**src/rtl/alu_rr_scheduler.sv**
```systemverilog
// Two-requester round-robin front end sharing one ALU; grant -> DECODE -> EXECUTE, results 2 cycles after grant.
// No output backpressure; stall freezes both stages and blocks grants, an unpresented result re-pulses after release.
module alu_rr_scheduler #(
  parameter int DW      = 4,
  parameter int FCODE_W = 8
) (
  input  logic               clk,
  input  logic               reset,
  input  logic               req0,
  input  logic [FCODE_W-1:0] fcode0,
  input  logic [DW-1:0]      a0,
  input  logic [DW-1:0]      b0,
  input  logic               req1,
  input  logic [FCODE_W-1:0] fcode1,
  input  logic [DW-1:0]      a1,
  input  logic [DW-1:0]      b1,
  input  logic               stall,
  output logic               gnt0,
  output logic               gnt1,
  output logic               res_valid,
  output logic               res_id,
  output logic [2:0]         res_cntrl,
  output logic [DW-1:0]      res_out,
  output logic               res_parity,
  output logic               res_err
);

  typedef struct packed {
    logic          id;
    logic [2:0]    cntrl;
    logic          err;
    logic [DW-1:0] a;
    logic [DW-1:0] b;
  } s1_t;

  typedef struct packed {
    logic          id;
    logic [2:0]    cntrl;
    logic          err;
    logic [DW-1:0] out;
  } s2_t;

  logic               rr_ptr;
  logic               grant_ok;
  logic [FCODE_W-1:0] sel_fcode;
  logic [2:0]         enc_cntrl;
  s1_t                s1_nxt;
  s1_t                s1;
  logic               s1_valid;
  s2_t                s2;
  logic               s2_valid;
  logic [DW-1:0]      alu_out;

  // Requests are never granted while stalled or in reset; ties go to rr_ptr.
  assign grant_ok = ~stall & ~reset;
  assign gnt0     = grant_ok & req0 & (~req1 | ~rr_ptr);
  assign gnt1     = grant_ok & req1 & (~req0 |  rr_ptr);

  always_comb begin
    sel_fcode = gnt1 ? fcode1 : fcode0;
    enc_cntrl = '0;
    for (int i = 0; i < FCODE_W; i++) begin
      if (sel_fcode[i]) enc_cntrl = 3'(i);
    end
    s1_nxt.id    = gnt1;
    s1_nxt.cntrl = enc_cntrl;
    s1_nxt.err   = (sel_fcode == '0);
    s1_nxt.a     = gnt1 ? a1 : a0;
    s1_nxt.b     = gnt1 ? b1 : b0;
  end

  always_comb begin
    alu_out = '0;
    case (s1.cntrl)
      3'd0: alu_out = s1.a + s1.b;
      3'd1: alu_out = s1.a - s1.b;
      3'd2: alu_out = s1.a ^ s1.b;
      3'd3: alu_out = s1.a | s1.b;
      3'd4: alu_out = s1.a & s1.b;
      3'd5: alu_out = ~(s1.a | s1.b);
      3'd6: alu_out = ~(s1.a & s1.b);
      3'd7: alu_out = ~(s1.a ^ s1.b);
      default: alu_out = '0;
    endcase
  end

  always_ff @(posedge clk) begin
    if (reset) begin
      rr_ptr   <= 1'b0;
      s1_valid <= 1'b0;
      s1       <= '0;
      s2_valid <= 1'b0;
      s2       <= '0;
    end else begin
      if (gnt0)      rr_ptr <= 1'b1;
      else if (gnt1) rr_ptr <= 1'b0;
      // Every unstalled edge advances both stages, so a shown result is consumed exactly once.
      if (!stall) begin
        s1_valid <= gnt0 | gnt1;
        if (gnt0 | gnt1) s1 <= s1_nxt;
        s2_valid <= s1_valid;
        if (s1_valid) begin
          s2.id    <= s1.id;
          s2.cntrl <= s1.cntrl;
          s2.err   <= s1.err;
          s2.out   <= s1.err ? '0 : alu_out;
        end
      end
    end
  end

  assign res_valid  = s2_valid & ~stall & ~reset;
  assign res_id     = s2.id;
  assign res_cntrl  = s2.cntrl;
  assign res_out    = s2.out;
  assign res_parity = ~^s2.out;
  assign res_err    = s2.err;

endmodule

```
**config.mk**
```make
export PLATFORM = sky130hd
export DESIGN_NAME = alu_rr_scheduler
export DESIGN_NICKNAME = d
export VERILOG_FILES = /design/src/rtl/alu_rr_scheduler.sv
export SDC_FILE = /design/constraint.sdc
export NUM_CORES = 1
export LEC_CHECK = 0
export ABC_AREA = 1
export CORE_MARGIN = 3
export CORE_UTILIZATION = 40
export CTS_CLUSTER_DIAMETER = 100
export DETAILED_ROUTE_END_ITERATION = 10
export HOLD_SLACK_MARGIN = 0.12
export PLACE_DENSITY = 0.69
export SLEW_MARGIN = 5
export SYNTH_ARGS = -nofsm -noshare
export SYNTH_HDL_FRONTEND = slang
export SYNTH_SLANG_ARGS = --single-unit
```
**constraint.sdc**
```tcl
create_clock -name clk -period 4.2 [get_ports clk]
set_input_delay 1.05 -clock clk [delete_from_list [all_inputs] [get_ports clk]]
set_output_delay 1.05 -clock clk [all_outputs]
set_load 0.02 [all_outputs]
```
==> qor.yml, run 1 <==
outcome: "completed"
grt.total_usage_pct: 16.5
ys_seq_area_share_pct: 28.3
r2r_cells: 13
path_cells: "clkdlybuf4s50_1 > nor2_4 > inv_2 > nor2_4 > clkdlybuf4s50_1"
fin_crit_ps: 3660
synth_area_leaders: "dfxtp_1 (28%), nand2_1 (15%), ha_1 (8.5%), inv_1 (7.4%), nand3_1 (4.8%)"
antenna_found_initial: 0
ios: 50
start_kind: "input pin"
regArea_um2: 500
rsz0062_at_grt: "no"
antenna_left: 0
placed_area_um2: 2300
p_per_area_nw_per_um2: 250
synthSimpleGateAreaFrac_pct: 30.9
tightest_slew_ps: 460
area_growth_pct: 32.9
n_fill_cell: 419
min_path_cells: 2
timing.slew.headroom_pct: 69.3
syn_nets: 311
layout-drive-gt1-share_pct: 9.00
maxCapViolations: 0
synth_compound_area_share_pct: 17.1
synth_xor_area_share_pct: 2.97
crit_start: "stall"
worst-path-buf-inv: 3
clkTransAtPathRegs_ps: 90
critPathTopFamily: "buffers and inverters"
finish.utilization_pct: 56.7
ys_top_cells_by_count: "nand2_1 (70), inv_1 (35), dfxtp_1 (25), nand3_1 (17), nor2_1 (16)"
timing.final.ws_setup_ps: 545
grt_pass1_vias: 1605
wirelength_um: 3960
cts_tree: "yes"
firstDrtPassIters: 4
end_kind: "output port"
ir_worst_vdd_mv: 0.116
drc: 0
crit_type: "input pin to output port"
synth_cells: 261
die_height_um: 72.5
synth_warnings: 0
synth_edf_count: 0
setup_violations: 0
cts_root_buffer: "clkbuf_8"
leakage_uw: 0.00105
num_vias: 1737
crit_required_ps: 3150
max_freq_mhz: 274
drt-initial-drc-count: 47
synth.area.mux_share_pct: 0
r2r-end: "res_out[3]$_SDFFE_PP0P_"
initial_core_util_pct: 42.7
timing.critical_path.depth: 5
post_cts_buffers: 0
cts_resized: 0
numCtsBuffers: 3
core_um2: 4140
reg2reg_from: "s1[11]$_SDFFE_PP0P_"
netlist_area_um2: 1770
pre_cts_ws_ps: 536
place_hpwl_um: 3200
reg2reg_slack_ps: 2040
maxSlewViolCount: 0
timing.final.crit_share_pct: 87.0
synth_fa_ha_area_share_pct: 9.62
grt_max_degree: 22
synthDominantCellAreaShare_pct: 28.3
synth_largest_area_cell: "dfxtp_1"
antennaDiodeCount: 0
die_w_um: 72.5
setup_tns_ps: 0
nets: 362
fin_skew_ps: 3.68
place_congestion: 0.867
path_max_fanout: 4
holdBufCountCts: 0
rows: 23
wl_per_cell_um: 11.0
clock_latency_ps: 270
dieArea_um2: 5250
synth_top_family_by_area: "simple AND/OR/NAND/NOR gates"
cpMaxStageDelayCell: "clkdlybuf4s50_1"
h-tree-depth: 1
critPathArrivalTime_ps: 2610
yosysMostFrequentCell: "nand2_1"
cts_buffer_depth: 2
crit_end: "gnt0"
grt_pass1_wl_um: 7020
slowest_delay_ps: 630
hold_violations: 0
grt_overflow: 0
hold_class: "register to register"
portBuffers: 49
ys.flop_type: "dfxtp_1"
via_per_inst: 4.81
syn_avg_cell_area_um2: 6.77
cts_sinks: 25
final_cell_area_um2: 2350
yosysUniqueCellTypes: 30
multi_input_area_um2: 1070
synth_seq_cells: 25
async_reset_ff_share_pct: 0
## sequential cells by signal (all words and copies together), names as in the netlist
signal / count
s2_valid: 1
res_id: 1
res_err: 1
res_out: 4
rr_ptr: 1
res_cntrl: 3
s1_valid: 1
s1: 13
## report_power, final
part	internal, uW	leakage [uW]	total, uW	switching (uW)
combinational	88.4	0.000819	181	92.4
sequential	250	0.000204	264	14.0
clock	67.2	0.0000217	142	74.9
## cell type report
class	count	area share, %
timing repair buffer	52	21.8
clock buffer	3	1.76
clock inverter	1	0.319
sequential	25	21.3
inverter	41	6.55
tap	50	2.66
multi-input combinational	189	45.6
## layout by cell type, fill, tap and decap left out, types with 2 or more instances in the layout
| master | instances |
|---|---|
| buf_4 | 3 |
| inv_1 | 35 |
| clkbuf_8 | 3 |
| a21oi_1 | 15 |
| nand4_1 | 3 |
| nand2_1 | 70 |
| nor2_4 | 3 |
| nor2_1 | 16 |
| ha_1 | 12 |
| xnor2_1 | 5 |
| nor2_2 | 5 |
| nand3_1 | 17 |
| o21ai_0 | 12 |
| dfxtp_1 | 25 |
| o211ai_1 | 10 |
| o21bai_1 | 2 |
| o21ai_1 | 4 |
| inv_2 | 6 |
| nor3_2 | 2 |
| o21ai_2 | 3 |
| clkdlybuf4s50_1 | 49 |
## per-stage QoR
stage / std cells / total power [uW] / hold WS, ps
after global placement: 357 / 448 / 451
after global routing: 361 / 630 / 506
after CTS: 361 / 592 / 466
after floorplan: 261 / 380 / 436
after detailed placement: 357 / 450 / 455
final: 361 / 587 / 465
## logic make-up (layout without fill, tap and decap cells)
group,after synthesis,count (layout)
and+or+nand+nor,120,120
AOI/OAI and AO/OA,50,50
buffers and inverters,47,97
DFF,25,25
adders and majority gates,13,13
xor gates and xnor gates,6,6
## how the worst min path moves through the flow
stage	start	to	slack, ps
after floorplan	s1_valid$_SDFFE_PP0N_	s1_valid$_SDFFE_PP0N_	440
after global placement	s1_valid$_SDFFE_PP0N_	s1_valid$_SDFFE_PP0N_	450
after detailed placement	s1_valid$_SDFFE_PP0N_	s1_valid$_SDFFE_PP0N_	450
after CTS	s1_valid$_SDFFE_PP0N_	s1_valid$_SDFFE_PP0N_	470
after global routing	s1_valid$_SDFFE_PP0N_	s1_valid$_SDFFE_PP0N_	510
final	s1_valid$_SDFFE_PP0N_	s1_valid$_SDFFE_PP0N_	460
## worst reg2reg max path: stages, from the launching register on
cell and delay, ps:
dfxtp_1 380, nor2_2 240, nand2_1 140, o21ai_0 310
inv_1 90, ha_1 280, inv_1 50, o21bai_1 60
a21oi_1 190, inv_1 60, nand2_1 70, nand3_1 70
nand2_1 80, a21oi_1 50
## routing by layer
metal	track usage (%)	up-vias	routed length, um
li1	-	942	-
met1	22.4	733	1880
met2	26.4	54	1760
met3	2.49	8	214
met4	6.15	0	100
met5	0	-	0
Power figures use the tool's default switching activity.
==> run 2: changes to the inputs <==
- CTS_CLUSTER_DIAMETER: 100 -> 80
- DONT_BUFFER_PORTS: default -> 1
- PLACE_DENSITY: 0.69 -> default
==> qor.yml, run 2 (synthesized netlist as in run 1, its figures left out) <==
timing.final.crit_share_pct: 67.7  # was 87.0%
r2r_cells: 12  # was 13
cts_buffer_depth: 2  # unchanged
maxSlewViolCount: 0  # unchanged
power_frac_clock_pct: 26.4  # was 24.2%
antenna_left: 0  # unchanged
hold_violations: 0  # unchanged
dp_cells: 305  # was 357
multi_input_area_um2: 1070  # unchanged
numCtsBuffers: 3  # unchanged
p_per_area_nw_per_um2: 294  # was 250 nW/um^2
power_frac_seq_pct: 49.8  # was 45.0%
pre_cts_ws_ps: 1350  # was 536 ps
outcome: "completed"  # unchanged
rows: 23  # unchanged
maxCapViolations: 0  # unchanged
switching_share_pct: 31.9  # was 30.9%
cpMaxStageDelayCell: "inv_2"  # was clkdlybuf4s50_1
largest_reg_flops: 13  # unchanged
place_congestion: 0.911  # was 0.867
n_fill_cell: 449  # was 419
h-tree-depth: 1  # unchanged
max_freq_mhz: 352  # was 274 MHz
critPathArrivalTime_ps: 1790  # was 2610 ps
layout-drive-gt1-share_pct: 9.65  # was 9.00%
clkTransAtPathRegs_ps: 90  # about the same
start_kind: "input pin"  # unchanged
switchingPower_uw: 172  # was 181 uW
grt_pass1_wl_um: 6470  # was 7020 um
regArea_um2: 500  # unchanged
rsz0062_at_grt: "no"  # unchanged
fin_crit_ps: 2840  # was 3660 ps
crit_required_ps: 3150  # about the same
num_vias: 1551  # was 1,737
fin_skew_ps: 7.32  # was 3.68 ps
antenna_found_initial: 0  # unchanged
post_cts_buffers: 0  # unchanged
setup_tns_ps: 0  # unchanged
layout_common_cells: "nand2_1 (70), inv_1 (35), dfxtp_1 (25)"  # was nand2_1 (70), clkdlybuf4s50_1 (49), inv_1 (35)
path_cells: "nor2_4 > nand3_4 > inv_2"  # was clkdlybuf4s50_1 > nor2_4 > inv_2 > nor2_4 > clkdlybuf4s50_1
timing.final.ws_setup_ps: 1360  # was 545 ps
path_max_fanout: 22  # was 4
reg2reg_slack_ps: 2000  # was 2040 ps
slowest_delay_ps: 340  # was 630 ps
hold_end: "s1_valid$_SDFFE_PP0N_"  # unchanged
wl_per_cell_um: 11.7  # was 11.0 um
hold_class: "register to register"  # unchanged
combPwrFrac_pct: 23.9  # was 30.8%
grt_pass1_vias: 1473  # was 1,605
portBuffers: 0  # was 49
reg2reg_from: "s1[11]$_SDFFE_PP0P_"  # unchanged
cts_tree: "yes"  # unchanged
drt-initial-drc-count: 71  # was 47
layout.cells.non_filler: 309  # was 361
timing.slew.headroom_pct: 68.6  # was 69.3%
top_register: "s1"  # unchanged
cts_root_buffer: "clkbuf_8"  # unchanged
min_path_cells: 2  # unchanged
end_kind: "output port"  # unchanged
via_per_inst: 5.02  # was 4.81
ios: 50  # unchanged
dieArea_um2: 5250  # unchanged
p_int_uw: 367  # was 406 uW
grt_overflow: 0  # unchanged
nets: 310  # was 362
initial_core_util_pct: 42.7  # unchanged
die_height_um: 72.5  # unchanged
grt_max_degree: 23  # was 22
leakage_uw: 0.000844  # was 0.00105 uW
die_w_um: 72.5  # unchanged
place_hpwl_um: 2950  # was 3200 um
cts_resized: 0  # unchanged
cts_sinks: 25  # unchanged
clock_latency_ps: 270  # about the same
ir_worst_vdd_mv: 0.120  # was 0.116 mV
r2r-end: "res_out[3]$_SDFFE_PP0P_"  # unchanged
holdBufCountCts: 0  # unchanged
setup_violations: 0  # unchanged
drc: 0  # unchanged
area_growth_pct: 3.89  # was 32.9%
firstDrtPassIters: 4  # unchanged
crit_type: "input pin to output port"  # unchanged
grt.total_usage_pct: 15.0  # was 16.5%
wirelength_um: 3610  # was 3960 um
antennaDiodeCount: 0  # unchanged
final_common_cell: "nand2_1"  # unchanged
tightest_slew_ps: 468  # was 460 ps
core_um2: 4140  # unchanged
worstHoldStart: "s1_valid$_SDFFE_PP0N_"  # unchanged
-- run 2: cell types whose count changed in the layout (fill, tap and decap cells not counted), sizes merged --
cell           previous run  this run
buf                       3         0
clkdlybuf4s50            49         0
-- run 2: metal layers --
metal	global-route usage, %	part of all wire (%)
met5	0	0
met4	3.07	0.80
met3	2.49	4.5
met2	24.0	45
met1	21.3	50
-- run 2: worst max-delay path by stage --
stage / from / to
after floorplan: stall / gnt1
after global placement: stall / gnt1
after detailed placement: stall / gnt1
after CTS: stall / gnt1
after global routing: stall / gnt1
final: stall / gnt1
-- run 2: through the flow --
stage / power (uW) / hold slack [ps] / utilization (%) / cell area [um^2]
after floorplan: 380 / 436 / - / 1770
after global placement: 402 / 444 / 43.1 / 1790
after detailed placement: 403 / 447 / 43.1 / 1790
after CTS: 546 / 461 / 44.3 / 1840
after global routing: 583 / 475 / 44.3 / 1840
final: 539 / 461 / 44.3 / 1840
-- run 2: critical path: cells and delay by family --
kind / cells / cell delay (ps)
buffers and inverters: 1 / 340
AND/OR/NAND/NOR: 2 / 390
-- run 2: cell type report --
type                            instances  share of cell area, %
Multi-Input combinational cell        189                   58.3
Sequential cell                        25                   27.2
Clock inverter                          1                  0.409
Clock buffer                            3                   2.25
Tap cell                               50                   3.41
Inverter                               41                   8.38
-- run 2: power groups by stage --
| stage | logic (uW) | clock network [uW] | registers (uW) |
|---|---|---|---|
| 2_1_floorplan | 110 | 0 | 270 |
| 3_3_place_gp | 128 | 0 | 274 |
| 3_5_place_dp | 129 | 0 | 274 |
| 4_1_cts | 130 | 148 | 268 |
| 5_1_grt | 150 | 161 | 271 |
| 6_report | 129 | 142 | 268 |
